## src/rtl/seq_bit_serializer_if.sv

```systemverilog
// seq_bit_serializer_if: word load handshake plus serial stream bundle.
// master = word source / stream sink, slave = serializer.
interface seq_bit_serializer_if #(
  parameter int WIDTH = 11
) ();
  logic [WIDTH-1:0] data_in;
  logic             load_valid;
  logic             load_ready;
  logic             out;
  logic             bit_valid;
  logic             last;
  logic             busy;

  modport master (
    output data_in,
    output load_valid,
    input  load_ready,
    input  out,
    input  bit_valid,
    input  last,
    input  busy
  );

  modport slave (
    input  data_in,
    input  load_valid,
    output load_ready,
    output out,
    output bit_valid,
    output last,
    output busy
  );
endinterface

```

## src/rtl/seq_bit_serializer.sv

```systemverilog
// seq_bit_serializer: WIDTH-bit word in, MSB-first bit stream out.
// Ports: clk, clear (sync active-high), bus (slave): data_in,
//   load_valid/load_ready handshake, out/bit_valid/last stream, busy.
// Option: SERIAL_BACK2BACK_EN allows reload on the last bit cycle.
module seq_bit_serializer #(
  parameter int   WIDTH      = 11,
  parameter logic IDLE_LEVEL = 1'b0
) (
  input logic             clk,
  input logic             clear,
  seq_bit_serializer_if.slave bus
);

`ifdef SERIAL_BACK2BACK_EN
  localparam bit B2B = 1'b1;
`else
  localparam bit B2B = 1'b0;
`endif

  localparam int CW = $clog2(WIDTH);
  localparam logic [CW-1:0] LAST_IDX = CW'(WIDTH - 1);
  localparam logic [CW-1:0] PRE_IDX  = CW'(WIDTH - 2);

  typedef enum logic {
    IDLE,
    SHIFT
  } state_t;

  state_t           r_state;
  logic [WIDTH-1:0] r_shreg;
  logic [CW-1:0]    r_cnt;
  logic             r_out;
  logic             r_bv;
  logic             r_last;

  logic w_at_last;
  logic w_ready;
  logic w_accept;

  assign w_at_last = (r_state == SHIFT)
                   && (r_cnt == LAST_IDX);

  // Reload window on the final bit only exists in back-to-back builds.
  assign w_ready = !clear
                 && ((r_state == IDLE)
                  || (B2B && w_at_last));

  assign w_accept = bus.load_valid && w_ready;

  always_ff @(posedge clk) begin
    if (clear) begin
      r_state <= IDLE;
      r_shreg <= '0;
      r_cnt   <= '0;
      r_out   <= IDLE_LEVEL;
      r_bv    <= 1'b0;
      r_last  <= 1'b0;
    end else if (w_accept) begin
      // MSB goes out now; shreg keeps the rest MSB-aligned.
      r_state <= SHIFT;
      r_shreg <= {bus.data_in[WIDTH-2:0], 1'b0};
      r_cnt   <= '0;
      r_out   <= bus.data_in[WIDTH-1];
      r_bv    <= 1'b1;
      r_last  <= 1'b0;
    end else if (r_state == SHIFT) begin
      if (w_at_last) begin
        r_state <= IDLE;
        r_cnt   <= '0;
        r_out   <= IDLE_LEVEL;
        r_bv    <= 1'b0;
        r_last  <= 1'b0;
      end else begin
        r_shreg <= {r_shreg[WIDTH-2:0], 1'b0};
        r_cnt   <= r_cnt + 1'b1;
        r_out   <= r_shreg[WIDTH-1];
        r_bv    <= 1'b1;
        r_last  <= (r_cnt == PRE_IDX);
      end
    end
  end

  assign bus.load_ready = w_ready;
  assign bus.out        = r_out;
  assign bus.bit_valid  = r_bv;
  assign bus.last       = r_last;
  assign bus.busy       = (r_state == SHIFT);

endmodule
```

## src/flat_wrapper.sv

```systemverilog
// flat-port wrapper written by rule: the top's interface ports become plain ports
module seq_bit_serializer_flat 
#(
  parameter int   WIDTH      = 11,
  parameter logic IDLE_LEVEL = 1'b0
)
  (clk, clear, bus_data_in, bus_load_valid, bus_load_ready, bus_out, bus_bit_valid, bus_last, bus_busy);
  seq_bit_serializer_if #(.WIDTH(WIDTH)) bus_i ();
  input logic clk;
  input logic clear;
  input wire logic [$bits(bus_i.data_in)-1:0] bus_data_in;
  input wire logic [$bits(bus_i.load_valid)-1:0] bus_load_valid;
  output wire logic [$bits(bus_i.load_ready)-1:0] bus_load_ready;
  output wire logic [$bits(bus_i.out)-1:0] bus_out;
  output wire logic [$bits(bus_i.bit_valid)-1:0] bus_bit_valid;
  output wire logic [$bits(bus_i.last)-1:0] bus_last;
  output wire logic [$bits(bus_i.busy)-1:0] bus_busy;
  assign bus_i.data_in = bus_data_in;
  assign bus_i.load_valid = bus_load_valid;
  assign bus_load_ready = bus_i.load_ready;
  assign bus_out = bus_i.out;
  assign bus_bit_valid = bus_i.bit_valid;
  assign bus_last = bus_i.last;
  assign bus_busy = bus_i.busy;
  seq_bit_serializer #(.WIDTH(WIDTH), .IDLE_LEVEL(IDLE_LEVEL)) u_core (.clk(clk), .clear(clear), .bus(bus_i));
endmodule
```

## config.mk

```make
export PLATFORM = sky130hd
export DESIGN_NAME = seq_bit_serializer_flat
export DESIGN_NICKNAME = d
export VERILOG_FILES = /design/src/rtl/seq_bit_serializer_if.sv /design/src/rtl/seq_bit_serializer.sv /design/src/flat_wrapper.sv
export SDC_FILE = /design/constraint.sdc
export NUM_CORES = 1
export LEC_CHECK = 0
export CORE_UTILIZATION = 49
export DETAILED_ROUTE_END_ITERATION = 7
export GPL_ROUTABILITY_DRIVEN = 0
export GPL_TIMING_DRIVEN = 0
export PLACE_DENSITY_LB_ADDON = 0.08
export SLEW_MARGIN = 25
export SYNTH_ARGS = -nofsm -noshare
export SYNTH_HDL_FRONTEND = slang
export SYNTH_SLANG_ARGS = --single-unit
```

## constraint.sdc

```tcl
create_clock -name clk -period 1.8 [get_ports clk]
set_input_delay 0.18 -clock clk [delete_from_list [all_inputs] [get_ports clk]]
set_output_delay 0.18 -clock clk [all_outputs]
set_load 0.005 [all_outputs]
```

Word level (Yosys, flattened, before mapping)
Index checks and enable logic that the tools add are counted.
{"block": "word_totals", "regBits": 18, "input_bits": 14, "out_inout_bits": 5}
{"block": "op_classes", "n_eq_ne": 3, "n_mux": 13, "reduce_logical": 7, "addsub": 1, "bitwise": 1}
{"cell": "2-to-1 mux 11 bit", "n": 3}
{"cell": "2-to-1 mux 1 bit", "n": 9}
{"cell": "equality test 4 bit (second input constant)", "n": 2}
{"cell": "adder 4 x 1 -> 4 bit (second input constant)", "n": 1}
{"cell": "2-to-1 mux 4 bit", "n": 1}
{"cell": "logical AND 1 bit", "n": 3}
{"cell": "!= test 2 bit (second input constant)", "n": 1}
{"cell": "AND reduction 2 bit", "n": 1}
{"cell": "nonzero test 2 bit", "n": 1}
{"cell": "OR reduction 2 bit", "n": 1}
{"cell": "zero test 1 bit", "n": 1}
{"cell": "NOT 1 bit", "n": 1}

Logic depth before layout (Yosys ltp)
Gate-level depths: netlist (run 1).
{"block": "depth", "ltp_word": 5, "ltp_mapped": 6, "depth_no_buf": 5}

Worst setup path before layout (run 1)
OpenSTA, ideal clock, no wires.
{"block": "synth_timing", "kind": "register -> register", "start": "reg u_core.r_cnt[0]", "end": "reg u_core.r_shreg[7]", "slack_ps": 391, "required_ps": 1660, "arrival_time_ps": 1269, "setup_time_ps": 140, "synth_period_minus_slack_ps": 1409, "stages_incl_launch_ff": 7, "path_buffers": 1, "path_cell_list": "dfxtp_1 -> inv_1 -> ha_1 -> and3b_1 -> clkbuf_2 -> o21ai_0 -> a311oi_2"}
{"block": "synth_via", "elab_chain_len": 4}
{"item": "from (decl)", "line": "seq_bit_serializer.sv:31", "text": "logic [CW-1:0] r_cnt;"}
{"item": "from (signal assigned)", "line": "seq_bit_serializer.sv:75", "text": "r_cnt <= r_cnt + 1'b1;"}
{"item": "equality test 4 bit", "line": "seq_bit_serializer.sv:41", "text": "&& (r_cnt == LAST_IDX);"}
{"item": "logical AND 1 bit", "line": "seq_bit_serializer.sv:41"}
{"item": "!= test 2 bit (no source line)"}
{"item": "AND reduction 2 bit (no source line)"}
{"item": "to (signal assigned)", "line": "seq_bit_serializer.sv:61", "text": "r_shreg <= {bus.data_in[WIDTH-2:0], 1'b0};"}
{"item": "to (signal assigned)", "line": "seq_bit_serializer.sv:74", "text": "r_shreg <= {r_shreg[WIDTH-2:0], 1'b0};"}
{"item": "to (decl)", "line": "seq_bit_serializer.sv:30", "text": "logic [WIDTH-1:0] r_shreg;"}
No other way between the ends.
A chain may end at the register's enable or synchronous reset.

Worst setup path in the final report (run 1)
{"block": "layout_timing", "start": "reg u_core.r_state (netlist: u_core.bus.busy)", "end": "out bus_load_ready"}
{"block": "layout_via", "elab_chain_len": 2}
{"item": "from (decl)", "line": "seq_bit_serializer.sv:29", "text": "state_t r_state;"}
{"item": "from (signal assigned)", "line": "seq_bit_serializer.sv:52", "text": "r_state <= IDLE;"}
{"item": "from (signal assigned)", "line": "seq_bit_serializer.sv:60", "text": "r_state <= SHIFT;"}
{"item": "from (signal assigned)", "line": "seq_bit_serializer.sv:68", "text": "r_state <= IDLE;"}
{"item": "NOT 1 bit", "line": "seq_bit_serializer.sv:45", "text": "&& ((r_state == IDLE)"}
{"item": "logical AND 1 bit", "line": "seq_bit_serializer.sv:45"}
{"item": "to (decl)", "line": "flat_wrapper.sv:13", "text": "output wire logic [$bits(bus_i.load_ready)-1:0] bus_load_ready;"}
No other way between the ends.

==> summary.txt, run 1 <==
Outcome -> completed
Drt total wl -> 2.06 mm
Synth area leader -> dfxtp_1
Top post-synthesis cells by area -> dfxtp_1 38%, a311oi_2 14%, o21ai_0 6.4%
WHS Path Cells -> 2
Startpoint types -> register
Post-detail-place hpwl -> 1.50 mm
CTS Hold Bufs -> 0
Row Count -> 15
Crit path cell chain -> buf_2 -> nor2_1 -> clkdlybuf4s50_1
Critical Setup Path Class -> register to output port
Vias in the first global route -> 753
First-pass GRT wire length -> 3.29 mm
GR Overflow Total -> 0
Setup Viol. Count Final -> 0
FMAX -> 578 MHz
Data required, critical path -> 1.62 ns
Total iterations of the first detailed-routing run -> 4
Pre-CTS worst setup slack -> 0.153 ns
Worst Setup Slack, final -> 0.0712 ns
Crit path max fanout -> 19
Maximum Capacitance Violations -> 0
Postcts setup bufs -> 0
Starting Density -> 0.533
CTS clk-pin slew, worst paths -> 0.10 ns
Initial DRC count -> 12
Tightest Pin Transition -> 0.591 ns
YS warnings -> 0
Via density -> 5.61
Placed Cells -> 148
Clock Latency Late Sink -> 0.28 ns
Critical Path Sink Type -> output port
Layout cells sized above 1 -> 0.160
Critical path's slowest cell -> clkdlybuf4s50_1
Crit path time final -> 1.73 ns
HP Class -> input pin to register
Full die area -> 2100 um2
Max-Slew Margin vs Limit -> 0.606
Pwr Total -> 0.775 mW
GR Util met2 -> 0.360
Worst R2R End -> u_core.r_shreg[7]
Total global routing track utilization -> 0.221
M3 GR Usage -> 0.0357
CTS tree -> built
Synthesized cell area -> 940 um2
CP peak stage delay -> 0.46 ns
Worst hold slack -> 0.0867 ns
Busiest layer in global routing -> met2
Final Hold Vio Count -> 0
Fin cells -> 150
CTS sink count -> 18
RSZ-0062 raised after global routing -> no
Initial antenna violation count -> 0
Leak Pwr -> 0.392 nW
Die W -> 45.8 um
Syn Inst Count -> 106
Hold Startpoint -> clear
Final Max Tran Viols -> 0
Avg Synthesized Cell Area -> 8.86 um2
Hold Path Sink -> u_core.r_shreg[8]
Inserted Diodes -> 0
R2R cell count -> 6
Setup TNS -> 0 ns
Max rail drop VDD -> 0.417 mV
Post-route cell area -> 1160 um2
PwrDens -> 667 nW/um2
Total CTS buffers -> 3
Antenna-violating nets left -> 0
Total number of vias -> 841
I/O Buffers -> 17
Yosys reg bits -> 18
GR Util met1 -> 0.290
FF-to-FF Start -> u_core.r_cnt[0]
Skew final -> 0.00296 ns
CP Data Arrival Time -> 1.55 ns
Seq/Total Area, Yosys -> 0.383
Syn_nets -> 123
Pin count of the biggest net entering global routing -> 20
Core ar. -> 1760 um2
DRC errors left -> 0
DP Area -> 1140 um2
# H-tree levels -> 1
Max clock buf depth -> 2
Final worst-path cycle share -> 0.960
Per-cell routed wire length -> 13.7 um
I/O Pins -> 19
Final Util -> 0.658
Fillcell total -> 173
Final Net Count -> 144
Library cells used by synthesis -> 25
Clock root buffer -> clkbuf_4
R2R Setup Slk -> 0.11 ns
Chip height -> 45.8 um
Area growth from synthesis to layout -> 23.6%
Synth top area share -> 0.383
-- cells in the mapped netlist --
cell type,n
ha_1,3
nand3_1,11
a21oi_1,9
clkbuf_2,1
and3b_1,1
clkbuf_1,1
a211o_1,1
dfxtp_1,18
nor3b_1,1
nand2_1,7
a21boi_0,1
inv_1,3
nand4_1,1
o211ai_1,1
o21ai_0,12
buf_6,3
nand2b_1,2
nor2_1,12
a311oi_2,9
buf_2,4
and4b_1,1
nand3b_1,1
or3_1,1
a211oi_1,1
or3b_4,1
-- cells by family after synthesis --
logic type               synth area share
AO/OA/AOI/OAI                       0.289
buffers and inverters              0.0786
adder cells (fa/ha/maj)            0.0400
flip-flops                          0.383
AND/OR/NAND/NOR                     0.209
-- where the power goes --
part | switching [mW] | leakage [nW] | internal [mW]
sequential | 0.0130 | 0.147 | 0.422
clock | 0.118 | 0.0138 | 0.0777
combinational | 0.0681 | 0.230 | 0.0762
total | 0.199 | 0.392 | 0.576
-- worst max path at each step --
stage                              endpoint             from  depth (start not counted)  slack, ns
after CTS                    bus_load_ready  u_core.bus.busy                          3       0.07
after global placement    u_core.r_shreg[5]  u_core.r_cnt[0]                          6       0.21
after global routing      u_core.r_shreg[7]  u_core.r_cnt[0]                          6      0.005
after detailed placement  u_core.r_shreg[7]  u_core.r_cnt[0]                          6       0.15
after floorplan           u_core.r_shreg[7]  u_core.r_cnt[0]                          6       0.39
final                        bus_load_ready  u_core.bus.busy                          3       0.07
-- flip-flops by register name (all words and copies together), names as in the netlist --
signal	cells
u_core.r_cnt	4
u_core.bus.last	1
u_core.bus.out	1
u_core.bus.bit_valid	1
u_core.bus.busy	1
u_core.r_shreg	10
-- metal layers --
| metal | wire, um | part of all wire | vias up |
|---|---|---|---|
| met1 | 972 | 0.47 | 398 |
| met4 | 12 | 0.0058 | 0 |
| li1 | - | - | 422 |
| met2 | 997 | 0.49 | 19 |
| met5 | 0 | 0 | - |
| met3 | 72 | 0.035 | 2 |
-- layout make-up --
class	instances	area, um2	share of cell area
timing repair buffer	17	170	0.147
buffer	8	60.1	0.0517
sequential	18	360	0.310
clock buffer	3	22.5	0.0194
multi-input combinational	76	505	0.435
tap	25	31.3	0.0269
inverter	3	11.3	0.00970
-- placed cells by master (no fill, tap or decap), types with 2 or more instances in the layout --
master and n:
a21oi_1 9, clkbuf_4 4, nand2b_1 2, o21ai_0 12
inv_1 3, buf_2 2, ha_1 3, nand3_1 11
clkdlybuf4s50_1 17, nor2_1 12, nand2_1 7, dfxtp_1 18
buf_6 3, a311oi_2 9
-- critical path: cells and delay by family, from the launching register on --
| family | cells | cell delay (ns) |
|---|---|---|
| flops | 1 | 0.37 |
| simple gates | 1 | 0.10 |
| buf+inv | 2 | 0.78 |
-- what timing repair did --
action	4_1_cts	5_1_grt
gates resized for setup	0	1
setup endpoints to repair	1	4
endpoints found under the hold margin	0	0
(Power assumes the default switching activity.)
==> run 2, diff against run 1 <==
Settings changed: CAP_MARGIN set to 0, SLEW_MARGIN 25 to 20.
==> results of run 2 <==
Same layout as run 1: the final DEF is identical, and so are final timing and power.
